==> src/rtl/wb_ram_arbiter.sv <==
// -----------------------------------------------------------------------------
// wb_ram_arbiter
//
// Two-master round-robin Wishbone arbiter placed directly in front of a single
// Wishbone RAM slave port. Whole bus cycles (framed by CYC) are granted; the
// winner's request lines are muxed to the slave and ACK is routed back to the
// winner only. Read data is broadcast to both masters from the slave.
//
// Parameters
//   DATA_WIDTH    data bus width (8, 16, 32, 64)
//   ADDR_WIDTH    address width
//   SELECT_WIDTH  byte-select width (DATA_WIDTH/8)
//   TIMEOUT       watchdog limit in cycles (2..65535), used only when the
//                 watchdog is compiled in
//
// Build option
//   WB_RAM_ARBITER_TIMEOUT_EN  when defined, a watchdog terminates a strobe
//                              that has not been acknowledged for TIMEOUT
//                              cycles with a one-cycle ERR pulse to the
//                              granted master. When undefined, mN_err_o is 0
//                              and stalled accesses wait indefinitely.
//
// Ports
//   clk, rst                  clock (rising edge), async active-high reset
//   m0_* / m1_*               Wishbone slave-side ports facing each master:
//                             adr_i, dat_i, we_i, sel_i, stb_i, cyc_i in;
//                             dat_o, ack_o, err_o out
//   s_adr_o .. s_cyc_o        muxed Wishbone request toward the RAM
//   s_dat_i, s_ack_i          RAM read data and acknowledge
// -----------------------------------------------------------------------------
module wb_ram_arbiter #(
   parameter int DATA_WIDTH   = 32,
   parameter int ADDR_WIDTH   = 16,
   parameter int SELECT_WIDTH = DATA_WIDTH / 8,
   parameter int TIMEOUT      = 16
) (
   input  logic                    clk,
   input  logic                    rst,

   input  logic [ADDR_WIDTH-1:0]   m0_adr_i,
   input  logic [DATA_WIDTH-1:0]   m0_dat_i,
   output logic [DATA_WIDTH-1:0]   m0_dat_o,
   input  logic                    m0_we_i,
   input  logic [SELECT_WIDTH-1:0] m0_sel_i,
   input  logic                    m0_stb_i,
   input  logic                    m0_cyc_i,
   output logic                    m0_ack_o,
   output logic                    m0_err_o,

   input  logic [ADDR_WIDTH-1:0]   m1_adr_i,
   input  logic [DATA_WIDTH-1:0]   m1_dat_i,
   output logic [DATA_WIDTH-1:0]   m1_dat_o,
   input  logic                    m1_we_i,
   input  logic [SELECT_WIDTH-1:0] m1_sel_i,
   input  logic                    m1_stb_i,
   input  logic                    m1_cyc_i,
   output logic                    m1_ack_o,
   output logic                    m1_err_o,

   output logic [ADDR_WIDTH-1:0]   s_adr_o,
   output logic [DATA_WIDTH-1:0]   s_dat_o,
   output logic                    s_we_o,
   output logic [SELECT_WIDTH-1:0] s_sel_o,
   output logic                    s_stb_o,
   output logic                    s_cyc_o,
   input  logic [DATA_WIDTH-1:0]   s_dat_i,
   input  logic                    s_ack_i
);

   typedef enum logic [1:0] {
      IDLE = 2'd0,
      GNT0 = 2'd1,
      GNT1 = 2'd2
   } state_t;

   state_t state_q;
   state_t state_d;

   // Index of the master that most recently released a grant; on a tie the
   // other master wins. Resets to 1 so master 0 wins the first tie.
   logic   last_q;
   logic   last_d;

   logic   gnt0;
   logic   gnt1;
   logic   cyc_raw;
   logic   stb_raw;
   logic   wd_fire;

   // ---- grant state register ----
   always_ff @(posedge clk or posedge rst) begin
      if (rst) begin
         state_q <= IDLE;
         last_q  <= 1'b1;
      end else begin
         state_q <= state_d;
         last_q  <= last_d;
      end
   end

   // A grant is held for the whole CYC frame; the pointer moves only when a
   // grant is released, and a waiting master is handed the bus directly so
   // there is no idle cycle between owners.
   always_comb begin
      state_d = state_q;
      last_d  = last_q;
      unique case (state_q)
         IDLE: begin
            if (m0_cyc_i && m1_cyc_i) begin
               state_d = last_q ? GNT0 : GNT1;
            end else if (m0_cyc_i) begin
               state_d = GNT0;
            end else if (m1_cyc_i) begin
               state_d = GNT1;
            end
         end
         GNT0: begin
            if (!m0_cyc_i) begin
               last_d  = 1'b0;
               state_d = m1_cyc_i ? GNT1 : IDLE;
            end
         end
         GNT1: begin
            if (!m1_cyc_i) begin
               last_d  = 1'b1;
               state_d = m0_cyc_i ? GNT0 : IDLE;
            end
         end
         default: begin
            state_d = IDLE;
         end
      endcase
   end

   // ---- combinational request mux / response routing ----
   assign gnt0 = (state_q == GNT0);
   assign gnt1 = (state_q == GNT1);

   // CYC and STB are qualified by the master's own CYC so a master that has
   // just dropped its cycle disappears from the slave in the same cycle, even
   // though the grant itself is only released at the next edge.
   assign cyc_raw = (gnt0 & m0_cyc_i) | (gnt1 & m1_cyc_i);
   assign stb_raw = (gnt0 & m0_cyc_i & m0_stb_i) | (gnt1 & m1_cyc_i & m1_stb_i);

   assign s_adr_o = gnt1 ? m1_adr_i : m0_adr_i;
   assign s_dat_o = gnt1 ? m1_dat_i : m0_dat_i;
   assign s_we_o  = gnt1 ? m1_we_i  : m0_we_i;
   assign s_sel_o = gnt1 ? m1_sel_i : m0_sel_i;
   assign s_cyc_o = cyc_raw;
   assign s_stb_o = stb_raw & ~wd_fire;

   assign m0_dat_o = s_dat_i;
   assign m1_dat_o = s_dat_i;

   // An ACK that arrives after the owner has dropped CYC is a leftover of an
   // abandoned cycle and is swallowed rather than handed to anyone.
   assign m0_ack_o = s_ack_i & gnt0 & m0_cyc_i;
   assign m1_ack_o = s_ack_i & gnt1 & m1_cyc_i;

`ifdef WB_RAM_ARBITER_TIMEOUT_EN
   localparam int CNT_W = $clog2(TIMEOUT + 1);

   logic [CNT_W-1:0] wd_cnt_q;

   // Fires on the TIMEOUT-th consecutive unacknowledged strobe cycle. The
   // strobe is withheld from the slave in that cycle so the RAM cannot
   // acknowledge the access that is being terminated with ERR.
   assign wd_fire = stb_raw & ~s_ack_i & (wd_cnt_q == CNT_W'(TIMEOUT - 1));

   // ---- watchdog counter ----
   always_ff @(posedge clk or posedge rst) begin
      if (rst) begin
         wd_cnt_q <= '0;
      end else if (!stb_raw || s_ack_i || wd_fire) begin
         wd_cnt_q <= '0;
      end else begin
         wd_cnt_q <= wd_cnt_q + 1'b1;
      end
   end

   assign m0_err_o = wd_fire & gnt0;
   assign m1_err_o = wd_fire & gnt1;
`else
   // TIMEOUT only has meaning when the watchdog is built in.
   localparam int unused_timeout = TIMEOUT;

   assign wd_fire  = 1'b0;
   assign m0_err_o = 1'b0;
   assign m1_err_o = 1'b0;
`endif

endmodule

==> config.mk <==
export PLATFORM = sky130hd
export DESIGN_NAME = wb_ram_arbiter
export DESIGN_NICKNAME = d
export VERILOG_FILES = /design/src/rtl/wb_ram_arbiter.sv
export SDC_FILE = /design/constraint.sdc
export NUM_CORES = 1
export LEC_CHECK = 0
export ABC_AREA = 0
export CORE_AREA = 2 2 105 107
export CTS_CLUSTER_SIZE = 12
export DETAILED_ROUTE_END_ITERATION = 6
export DIE_AREA = 0 0 107 109
export DONT_BUFFER_PORTS = 1
export GPL_ROUTABILITY_DRIVEN = 0
export PLACE_DENSITY = 0.3
export SYNTH_ARGS = -nofsm -noshare
export SYNTH_HDL_FRONTEND = slang
export SYNTH_SLANG_ARGS = --single-unit
==> constraint.sdc <==
create_clock -name clk -period 3 [get_ports clk]
set_clock_uncertainty 0.1 [all_clocks]
set_input_delay 0.45 -clock clk [delete_from_list [all_inputs] [get_ports clk]]
set_output_delay 0.45 -clock clk [all_outputs]
set_load 0.01 [all_outputs]
==> impl_metrics.env <==
export IMPL_worstMarginPinSlew_ns=0.575
export IMPL_cts_clk_slew_worst_paths_ns=0.03
export IMPL_final_common_cell="mux2_4"
export IMPL_syn_to_final_growth_pct=-23.2
export IMPL_tritoncts="built"
export IMPL_ys_warn_count=0
export IMPL_grt_usage=0.0547
export IMPL_met2_usage=0.0965
export IMPL_first_pass_iters=3
export IMPL_io_pins=268
export IMPL_powerDensity_nw_per_um2=523
export IMPL_cp_max_fo=54
export IMPL_drive_gt1_frac=0.694
export IMPL_met1_usage=0.0512
export IMPL_antenna_found_initial=0
export IMPL_finalSetupTns_ns=0
export IMPL_clk_latency_ns=0.22
export IMPL_hold_viol=0
export IMPL_post_route_util=0.115
export IMPL_cp_data_required_time_ns=2.45
export IMPL_path_cells="inv_4, nand2_8, mux2_2"
export IMPL_cts_sinks=3
export IMPL_htree_levels=1
export IMPL_hpwl_microns=3320
export IMPL_layout_common_cells="mux2_4 (49), mux2_2 (4), o21ai_0 (4)"
export IMPL_max_freq_mhz=440
export IMPL_critPathKind="register to primary output"
export IMPL_cp_data_arrival_time_ns=1.72
export IMPL_crit_end="s_sel_o[3]"
export IMPL_core_region_area_sq_um=10600
export IMPL_worst_setup_path_end_kind="primary output"
export IMPL_num_rows=38
export IMPL_vias=738
export IMPL_cp_start_kind="register"
export IMPL_die_h_microns=109
export IMPL_critPathSlowestCell="dfrtp_1"
export IMPL_grt_busiest_layer="met2"
export IMPL_antenna_cells=0
export IMPL_whs_ns=0.271
export IMPL_initial_core_util=0.150
export IMPL_maxSlewHeadroom=0.617
export IMPL_grt_overflow_total=0
export IMPL_cap_violations=0
export IMPL_setup_viol=0
export IMPL_ys_seq_elements=3
export IMPL_finalNetCount=231
export IMPL_clock_path_buffers=2
export IMPL_rsz0062_at_grt="false"
export IMPL_syn_cell_area_sq_um=1590
export IMPL_avgRoutedWirePerCell_microns=17.1
export IMPL_grt_pass1_vias=765
export IMPL_grt_pass1_wl_microns=4510
export IMPL_cp_slowest_stage_delay_ns=0.48
export IMPL_synth_distinct_cells=19
export IMPL_syn_avg_cell_area_sq_um=10.5
export IMPL_rr_endpoint="state_q[1]$_DFFE_PP0P_"
export IMPL_status="complete, no violations"
export IMPL_drtAntennaViolNets=0
export IMPL_period_share=0.758
export IMPL_wirelength_microns=3860
export IMPL_power_leakage_uw=0.000576
export IMPL_first_iter_violations=16
export IMPL_fp_dieW_microns=107
export IMPL_synth_cells=151
export IMPL_die_area_sq_um=11700
export IMPL_grtUsageMet3=0.0239
export IMPL_io_buffers=0
export IMPL_crit_path_start="state_q[0]$_DFFE_PP0P_"
export IMPL_ys_top_cells_by_area="mux2_4 (46%), buf_4 (32%), buf_12 (6.3%)"
export IMPL_r2r_setup_slack_ns=1.87
export IMPL_r2r_start="last_q$_DFFE_PP1P_"
export IMPL_cts_root_buf="clkbuf_8"
export IMPL_drc_errors=0
export IMPL_finalCriticalPeriod_ns=2.27
export IMPL_cts_resized=0
export IMPL_via_per_inst=3.28
export IMPL_hold_class="input port to register"
export IMPL_slew_violations=0
export IMPL_yosysSeqAreaShare=0.0480
export IMPL_synth_top_area_frac=0.462
export IMPL_peakVddDrop_mv=0.203
export IMPL_grt_max_degree=55
export IMPL_cts_buffers=3
export IMPL_rr_worst_depth=3
export IMPL_synth_area_leader_cell="mux2_4"
power breakdown:
part / switching [uW] / internal (uW)
sequential: 25.0 / 58.6
clock: 28.2 / 90.8
combinational: 212 / 225
layer usage:
metal,vias to the layer above,part of all wire
li1,313,-
met1,312,0.32
met2,103,0.51
met3,10,0.14
met4,0,0.030
met5,-,0
synth_stat cells (all sizes together):
library cell,instances
nand3,2
nor2b,1
o22ai,2
o21ai,4
dfrtp,2
and2,2
nand4,1
inv,2
conb,1
nor3b,1
dfstp,1
nor2,3
nand2,4
buf,72
mux2,53
kinds of logic (layout without fill, tap and decap cells):
kind of cell / Yosys count / count (layout) / synth area share
muxes: 53 / 53 / 0.491
DFF: 3 / 3 / 0.0480
AOI/OAI and AO/OA: 6 / 6 / 0.0204
other: 1 / 2 / 0.00236
buffers and inverters: 74 / 7 / 0.385
and+or+nand+nor: 14 / 14 / 0.0535
registers in the layout, indices dropped and copies added (netlist names):
name     flops
last_q       1
state_q      2
through the flow:
| step | cells | cell area [sq um] | total power (uW) | worst slack, ns |
|---|---|---|---|---|
| floorplan | 152 | 1600 | 622 | 1.34 |
| global placement | 220 | 1170 | 531 | 0.942 |
| detailed placement | 220 | 1170 | 532 | 0.938 |
| CTS | 225 | 1220 | 660 | 0.696 |
| global route | 225 | 1220 | 685 | 0.633 |
| finish | 225 | 1220 | 640 | 0.727 |
critical path, delay by kind of cell (launching register included):
family | cells | cell delay [ns]
buffers and inverters | 1 | 0.09
multiplexers | 1 | 0.47
flip-flops | 1 | 0.48
AND/OR/NAND/NOR | 1 | 0.38
layout make-up:
| type | instances | area, sq um |
|---|---|---|
| fill | 1196 | 9380 |
| multi-input combinational | 75 | 906 |
| tap | 140 | 175 |
| sequential | 3 | 76.3 |
| clock buffer | 4 | 45.0 |
| timing repair buffer | 1 | 10.0 |
| inverter | 2 | 10.0 |
repair_timing:
item	CTS	global route
buffers inserted	0	0
hold buffers	1	0
hold endpoints to repair	2	0
worst min-delay path by stage:
| stage | from | end | cells past startpoint |
|---|---|---|---|
| 2_1_floorplan | rst | state_q[0]$_DFFE_PP0P_ | 1 |
| 3_3_place_gp | rst | state_q[0]$_DFFE_PP0P_ | 1 |
| 3_5_place_dp | rst | state_q[0]$_DFFE_PP0P_ | 1 |
| 4_1_cts | m0_cyc_i | state_q[0]$_DFFE_PP0P_ | 1 |
| 5_1_grt | m1_cyc_i | state_q[1]$_DFFE_PP0P_ | 1 |
| 6_report | m0_cyc_i | state_q[0]$_DFFE_PP0P_ | 1 |
Note: power is estimated with default switching activity, not from simulation.
